$ cat src/rtl/branch_predictor_gshare_pkg.sv
// Shared types and default sizing for the LC-3b direction predictor.
package branch_predictor_gshare_pkg;

  localparam int BP_INDEX_BITS = 5;
  localparam int BP_CTR_BITS   = 2;
  localparam int BP_HIST_BITS  = 5;

  typedef logic [15:0]              lc3b_word;
  typedef logic [BP_INDEX_BITS-1:0] lc3b_p_index;

  typedef enum logic {
    BP_INIT,
    BP_READY
  } bp_state_t;

endpackage

$ cat src/rtl/branch_predictor_gshare_if.sv
// Fetch-lookup and execute-retire signals between the pipeline and the predictor.
interface branch_predictor_gshare_if
  import branch_predictor_gshare_pkg::*;
#(
  parameter int INDEX_BITS = BP_INDEX_BITS,
  parameter int HIST_BITS  = BP_HIST_BITS
) ();

  lc3b_word              pred_pc;
  logic                  pred_valid;
  logic                  pred_ready;
  logic                  pred_taken;
  logic [INDEX_BITS-1:0] pred_index;
  logic [HIST_BITS-1:0]  pred_hist;

  logic                  upd_valid;
  logic [INDEX_BITS-1:0] upd_index;
  logic [HIST_BITS-1:0]  upd_hist;
  logic                  upd_taken;
  logic                  upd_mispred;

  modport master (
    output pred_pc, pred_valid, upd_valid, upd_index, upd_hist, upd_taken, upd_mispred,
    input  pred_ready, pred_taken, pred_index, pred_hist
  );

  modport slave (
    input  pred_pc, pred_valid, upd_valid, upd_index, upd_hist, upd_taken, upd_mispred,
    output pred_ready, pred_taken, pred_index, pred_hist
  );

endinterface

$ cat src/rtl/branch_predictor_gshare_sat_counter.sv
// Saturating up/down counter step used on the predictor update path.
module bp_sat_counter #(
  parameter int W = 2
) (
  input  logic [W-1:0] ctr,
  input  logic         taken,
  output logic [W-1:0] ctr_next
);

  always_comb begin
    ctr_next = ctr;
    if (taken) begin
      if (ctr != {W{1'b1}}) ctr_next = ctr + W'(1);
    end else begin
      if (ctr != '0) ctr_next = ctr - W'(1);
    end
  end

endmodule

$ cat src/rtl/branch_predictor_gshare.sv
// Gshare/bimodal direction predictor: init sweep, zero-latency lookup,
// speculative global history with mispredict recovery.
module branch_predictor_gshare
  import branch_predictor_gshare_pkg::*;
#(
  parameter int INDEX_BITS = BP_INDEX_BITS,
  parameter int CTR_BITS   = BP_CTR_BITS,
  parameter int HIST_BITS  = BP_HIST_BITS,
  parameter bit USE_GSHARE = 1'b1
) (
  input  logic                     clk,
  input  logic                     rst,
  branch_predictor_gshare_if.slave bp
);

  localparam int DEPTH = 1 << INDEX_BITS;
  localparam logic [CTR_BITS-1:0] CTR_WEAK = CTR_BITS'(1) << (CTR_BITS - 1);

  bp_state_t             r_state;
  logic                  r_ready;
  logic [INDEX_BITS-1:0] r_init_ptr;
  logic [HIST_BITS-1:0]  r_ghr;
  logic [CTR_BITS-1:0]   r_table [DEPTH];

  logic [INDEX_BITS-1:0] w_pc_idx;
  logic [INDEX_BITS-1:0] w_lookup;
  logic                  w_pred_taken;
  logic [CTR_BITS-1:0]   w_ctr_next;

  assign w_pc_idx     = bp.pred_pc[INDEX_BITS:1];
  assign w_lookup     = USE_GSHARE ? (w_pc_idx ^ INDEX_BITS'(r_ghr)) : w_pc_idx;
  assign w_pred_taken = r_table[w_lookup][CTR_BITS-1];

  // Outputs are forced quiet until the sweep has initialised every entry.
  assign bp.pred_ready = r_ready;
  assign bp.pred_taken = r_ready & w_pred_taken;
  assign bp.pred_index = r_ready ? w_lookup : '0;
  assign bp.pred_hist  = r_ready ? r_ghr : '0;

  bp_sat_counter #(.W(CTR_BITS)) u_sat_counter (
    .ctr      (r_table[bp.upd_index]),
    .taken    (bp.upd_taken),
    .ctr_next (w_ctr_next)
  );

  always_ff @(posedge clk) begin
    if (rst) begin
      r_state    <= BP_INIT;
      r_ready    <= 1'b0;
      r_init_ptr <= '0;
      r_ghr      <= '0;
    end else begin
      case (r_state)
        BP_INIT: begin
          r_init_ptr <= r_init_ptr + INDEX_BITS'(1);
          if (&r_init_ptr) begin
            r_state <= BP_READY;
            r_ready <= 1'b1;
          end
        end
        BP_READY: begin
          if (bp.upd_valid && bp.upd_mispred)
            r_ghr <= {bp.upd_hist[HIST_BITS-2:0], bp.upd_taken};
          else if (bp.pred_valid)
            r_ghr <= {r_ghr[HIST_BITS-2:0], w_pred_taken};
        end
        default: begin
          r_state <= BP_INIT;
          r_ready <= 1'b0;
        end
      endcase
    end
  end

  // Table write port: sweep while initialising, retiring branch otherwise.
  always_ff @(posedge clk) begin
    if (!rst) begin
      if (r_state == BP_INIT)
        r_table[r_init_ptr] <= CTR_WEAK;
      else if (bp.upd_valid)
        r_table[bp.upd_index] <= w_ctr_next;
    end
  end

endmodule

$ cat src/flat_wrapper.sv
// flat-port wrapper written by rule: the top's interface ports become plain ports
module branch_predictor_gshare_flat import branch_predictor_gshare_pkg::*;
#(
  parameter int INDEX_BITS = BP_INDEX_BITS,
  parameter int CTR_BITS   = BP_CTR_BITS,
  parameter int HIST_BITS  = BP_HIST_BITS,
  parameter bit USE_GSHARE = 1'b1
)
  (clk, rst, bp_pred_pc, bp_pred_valid, bp_upd_valid, bp_upd_index, bp_upd_hist, bp_upd_taken, bp_upd_mispred, bp_pred_ready, bp_pred_taken, bp_pred_index, bp_pred_hist);
  branch_predictor_gshare_if #(.INDEX_BITS(INDEX_BITS), .HIST_BITS(HIST_BITS)) bp_i ();
  input  logic clk;
  input  logic rst;
  input wire logic [$bits(bp_i.pred_pc)-1:0] bp_pred_pc;
  input wire logic [$bits(bp_i.pred_valid)-1:0] bp_pred_valid;
  input wire logic [$bits(bp_i.upd_valid)-1:0] bp_upd_valid;
  input wire logic [$bits(bp_i.upd_index)-1:0] bp_upd_index;
  input wire logic [$bits(bp_i.upd_hist)-1:0] bp_upd_hist;
  input wire logic [$bits(bp_i.upd_taken)-1:0] bp_upd_taken;
  input wire logic [$bits(bp_i.upd_mispred)-1:0] bp_upd_mispred;
  output wire logic [$bits(bp_i.pred_ready)-1:0] bp_pred_ready;
  output wire logic [$bits(bp_i.pred_taken)-1:0] bp_pred_taken;
  output wire logic [$bits(bp_i.pred_index)-1:0] bp_pred_index;
  output wire logic [$bits(bp_i.pred_hist)-1:0] bp_pred_hist;
  assign bp_i.pred_pc = bp_pred_pc;
  assign bp_i.pred_valid = bp_pred_valid;
  assign bp_i.upd_valid = bp_upd_valid;
  assign bp_i.upd_index = bp_upd_index;
  assign bp_i.upd_hist = bp_upd_hist;
  assign bp_i.upd_taken = bp_upd_taken;
  assign bp_i.upd_mispred = bp_upd_mispred;
  assign bp_pred_ready = bp_i.pred_ready;
  assign bp_pred_taken = bp_i.pred_taken;
  assign bp_pred_index = bp_i.pred_index;
  assign bp_pred_hist = bp_i.pred_hist;
  branch_predictor_gshare #(.INDEX_BITS(INDEX_BITS), .CTR_BITS(CTR_BITS), .HIST_BITS(HIST_BITS), .USE_GSHARE(USE_GSHARE)) u_core (.clk(clk), .rst(rst), .bp(bp_i));
endmodule
$ cat config.mk
export PLATFORM = sky130hd
export DESIGN_NAME = branch_predictor_gshare_flat
export DESIGN_NICKNAME = d
export VERILOG_FILES = /design/src/rtl/branch_predictor_gshare_pkg.sv /design/src/rtl/branch_predictor_gshare_if.sv /design/src/rtl/branch_predictor_gshare_sat_counter.sv /design/src/rtl/branch_predictor_gshare.sv /design/src/flat_wrapper.sv
export SDC_FILE = /design/constraint.sdc
export NUM_CORES = 1
export LEC_CHECK = 0
export ABC_AREA = 1
export CAP_MARGIN = 0
export CORE_ASPECT_RATIO = 1.75
export CORE_MARGIN = 2
export CORE_UTILIZATION = 61
export CTS_CLUSTER_DIAMETER = 40
export DETAILED_ROUTE_END_ITERATION = 12
export GPL_TIMING_DRIVEN = 0
export PLACE_DENSITY = 0.95
export SYNTH_ARGS = -nofsm -noshare
export SYNTH_HDL_FRONTEND = slang
export SYNTH_HIERARCHICAL = 1
export SYNTH_SLANG_ARGS = --single-unit
$ cat constraint.sdc
create_clock -name clk -period 6.45 [get_ports clk]
set_clock_uncertainty 0.05 [all_clocks]
set_input_delay 0.9675 -clock clk [delete_from_list [all_inputs] [get_ports clk]]
set_output_delay 0.9675 -clock clk [all_outputs]
set_load 0.02 [all_outputs]
==> results.md <==
* Post-synthesis instance total at 448
* Run status: complete, no violations
* Rows at 38
* Leak pwr at 1.775 nW
* Leading cell type in the layout, fill and taps excluded: sky130_fd_sc_hd__nor2_1
* Clock network fraction of design power at 33.7%
* Gp weighted congestion at 1.032
* Most used cells in the layout excluding fill and tap cells: sky130_fd_sc_hd__nor2_1, sky130_fd_sc_hd__nand2_1, sky130_fd_sc_hd__edfxtp_1, sky130_fd_sc_hd__inv_1, sky130_fd_sc_hd__nand3_1
* Total setup violations reported at the end of the flow at 0
* Final net count at 523
* Nets in the synthesized netlist at 482
* Number of failing hold endpoints at the final stage at 0
* Number of antenna violations at the first check in global routing at 0
* Clock transition at the registers of the reported paths at 70 ps
* Synth Register Bits at 76
* Worst supply voltage drop on vdd at 177.7 uV
* Total of cells resized after clock tree synthesis at 0
* Max-cap viol count at 0
* # diodes at 0
* Drt first pass iters at 5
* Capturing element type of the critical path: output pin
* Number of buffers added on ports at 29
* HPWL after DPL at 7702 um
* Most crowded layer after global routing: met2
* Buffers inserted during post-CTS setup optimization at 0
* Critical path type: input port to output pin
* Highest Clock Rate at 231.8 MHz
* Top-Level Pins at 44
* Met2 routing resource usage after global routing at 54.76%
* Final routed wire length divided by cell count at 18.29 um
* Residual DRC count at 0
* Share of synthesized flip-flops with an asynchronous set or reset at 0%
* Setup crit start kind: input port
* Clock Path Buffers at 2
* Fin Setup TNS at 0 ps
* Global-route wire length before repair at 16370 um
* Maximum net fanout on the critical path at 10
* Number of warning messages in the yosys log at 6
* GRT Util Overall at 31.95%
* Sink Count at 76
* CTS Root Cell: sky130_fd_sc_hd__clkbuf_8
* Internal Dissipation at 721.6 uW
* Number of buffers inserted during clock tree synthesis at 9
* Unrepaired setup endpoints after global routing: no
* Type of the most critical hold path: register to register
* Fraction of power consumed by combinational cells at 10.3%
* Via/cell ratio at 6.075
* Count of routing violations after the opening detailed-route iteration at 355
* Max_slew headroom at 33.44%
* Total core area at 0.006228 mm2
* Pwr/cell area at 210.1 mW/mm2
* Count of hold-fix buffers inserted at cts at 0
* Met3 track utilization from global routing at 8.426%
* Detailed Route WL at 10500 um
* GR Layer Usage met1 at 33.77%
* Required time worst endpoint at 5430 ps
* Slew at the pin with the worst max-slew slack at 998.4 ps
* Net switching component of the power at 226.2 uW
* Cell Count, Final, Fillers Out at 574
* Register area share after synthesis at 55.01%
* Height of the die at 110.2 um
* Count of cell types in the netlist at 36
* Later-pin clock latency in the skew report at 350 ps
* Post-detailed-route count of antenna-violating nets at 0
* Total grt overflow at 0
* Number of enable-type register cells in the synthesized netlist at 64
* Most instantiated flip-flop cell in the synthesis netlist: sky130_fd_sc_hd__edfxtp_1
* Placed Cells incl. Taps at 558
* Max-slew violations at 0
* Switching share of power at 23.86%
* Die Area at 0.007126 mm2
* Portion of total power attributed to sequential cells at 55.9%
* Clock tree from TritonCTS: yes
* Width of the die at 64.68 um
* Vias at 3487
* Pin count of the biggest net entering global routing at 33
* Average cell area after synthesis at 8.772 um2
* Synth-to-Final Area Change at 14.77%
* Data arrival, critical path at 3300 ps
* Number of H-tree branching levels at 3
* Synth Cell Area at 0.003930 mm2
* Number of fillers in the final layout at 438
* Final worst-path cycle share at 66.89%
* Starting utilization of the core area at 63.10%
* Via count of the first global-routing pass at 3334
* Fraction of final layout cells with drive strength greater than 1 at 9.717%
* Final worst path period need at 4314 ps
## path summary, 6_finish.rpt
path | slack, ps | startpoint | endpoint | cells after the start
min reg2reg | 470 | u_core/r_init_ptr[4] | u_core/r_init_ptr[4] | 2
max | 2140 | bp_pred_pc[1] | bp_pred_taken | 13
max reg2reg | 3820 | u_core/r_table[5][1] | u_core/r_table[1][1] | 11
min | 470 | u_core/r_init_ptr[4] | u_core/r_init_ptr[4] | 2
## metrics by stage
stage               setup WS (ps)  hold slack [ps]  area [um2]  total power, mW  util, %
floorplan                    3036            414.7        3930           0.5991        -
global placement             1525            438.6        4320           0.6309    69.37
detailed placement           2061            449.4        4338           0.6347    69.65
CTS                          2192            460.1        4511           0.9499    72.42
global route                 2014            483.6        4511           0.9872    72.42
finish                       2136            467.0        4511           0.9478    72.42
## cell type report
| type | count | area (um2) | area share [%] |
|---|---|---|---|
| Sequential cell | 76 | 2162 | 47.93 |
| Inverter | 63 | 236.5 | 5.243 |
| Buffer | 15 | 68.82 | 1.526 |
| Clock inverter | 2 | 10.01 | 0.2219 |
| Multi-Input combinational cell | 294 | 1465 | 32.48 |
| Timing Repair Buffer | 30 | 305.3 | 6.768 |
| Clock buffer | 14 | 162.7 | 3.606 |
| Tap cell | 80 | 100.1 | 2.219 |
## routing by layer
layer  up-vias  share of wire (%)
met3        63                8.7
met5         -                  0
met1      1586                 33
met4         0                6.3
li1       1596                  -
met2       242                 52
## critical path: stages
cell	delay (ps)
sky130_fd_sc_hd__clkdlybuf4s50_1	520
sky130_fd_sc_hd__inv_1	100
sky130_fd_sc_hd__nand2_4	120
sky130_fd_sc_hd__nand2_4	80
sky130_fd_sc_hd__buf_2	200
sky130_fd_sc_hd__nand2_1	90
sky130_fd_sc_hd__nand3_1	70
sky130_fd_sc_hd__nand3_1	150
sky130_fd_sc_hd__nand3_1	110
sky130_fd_sc_hd__nand3_2	90
sky130_fd_sc_hd__nand2_1	90
sky130_fd_sc_hd__nor2_1	100
sky130_fd_sc_hd__clkdlybuf4s50_1	600
## power groups by stage
stage | clock network (mW) | registers, mW | logic (mW)
6_report | 0.320 | 0.530 | 0.0980
2_1_floorplan | 0 | 0.540 | 0.0591
4_1_cts | 0.325 | 0.530 | 0.0947
3_5_place_dp | 0 | 0.541 | 0.0939
3_3_place_gp | 0 | 0.540 | 0.0904
5_1_grt | 0.350 | 0.530 | 0.108
## cell usage after synthesis, types with 2 or more instances
cell | number | area [um2]
sky130_fd_sc_hd__nand3_1 | 43 | 215.2
sky130_fd_sc_hd__nand2_1 | 68 | 255.2
sky130_fd_sc_hd__nor2_1 | 75 | 281.5
sky130_fd_sc_hd__nand2_2 | 2 | 12.51
sky130_fd_sc_hd__a311oi_1 | 3 | 26.28
sky130_fd_sc_hd__clkbuf_1 | 7 | 26.28
sky130_fd_sc_hd__o221ai_1 | 6 | 52.55
sky130_fd_sc_hd__dfxtp_1 | 12 | 240.2
sky130_fd_sc_hd__a21oi_1 | 24 | 120.1
sky130_fd_sc_hd__buf_2 | 7 | 35.03
sky130_fd_sc_hd__a31oi_1 | 2 | 12.51
sky130_fd_sc_hd__o21ai_2 | 5 | 43.79
sky130_fd_sc_hd__inv_2 | 9 | 33.78
sky130_fd_sc_hd__edfxtp_1 | 64 | 1922
sky130_fd_sc_hd__nand2_4 | 2 | 22.52
sky130_fd_sc_hd__nor3_1 | 5 | 25.02
sky130_fd_sc_hd__xnor2_1 | 2 | 17.52
sky130_fd_sc_hd__ha_1 | 2 | 25.02
sky130_fd_sc_hd__inv_1 | 53 | 198.9
sky130_fd_sc_hd__o22ai_1 | 2 | 12.51
sky130_fd_sc_hd__o21ai_0 | 24 | 120.1
sky130_fd_sc_hd__a211oi_1 | 2 | 15.01
sky130_fd_sc_hd__o21ai_1 | 16 | 80.08
## logic make-up after synthesis
logic type / Yosys count / synth area share (%)
and+or+nand+nor: 201 / 21.87
AOI/OAI and AO/OA: 86 / 12.74
buffers and inverters: 78 / 7.768
DFF: 76 / 55.01
xor gates and xnor gates: 5 / 1.974
adders and majority gates: 2 / 0.6366
## registers in the layout, summed over array words and instances, names as in the netlist
register and count:
u_core/r_state 1, u_core/r_table 64, u_core/r_init_ptr 5, u_core/bp.pred_ready 1, u_core/r_ghr 5
Note: power is estimated with default switching activity, not from simulation.
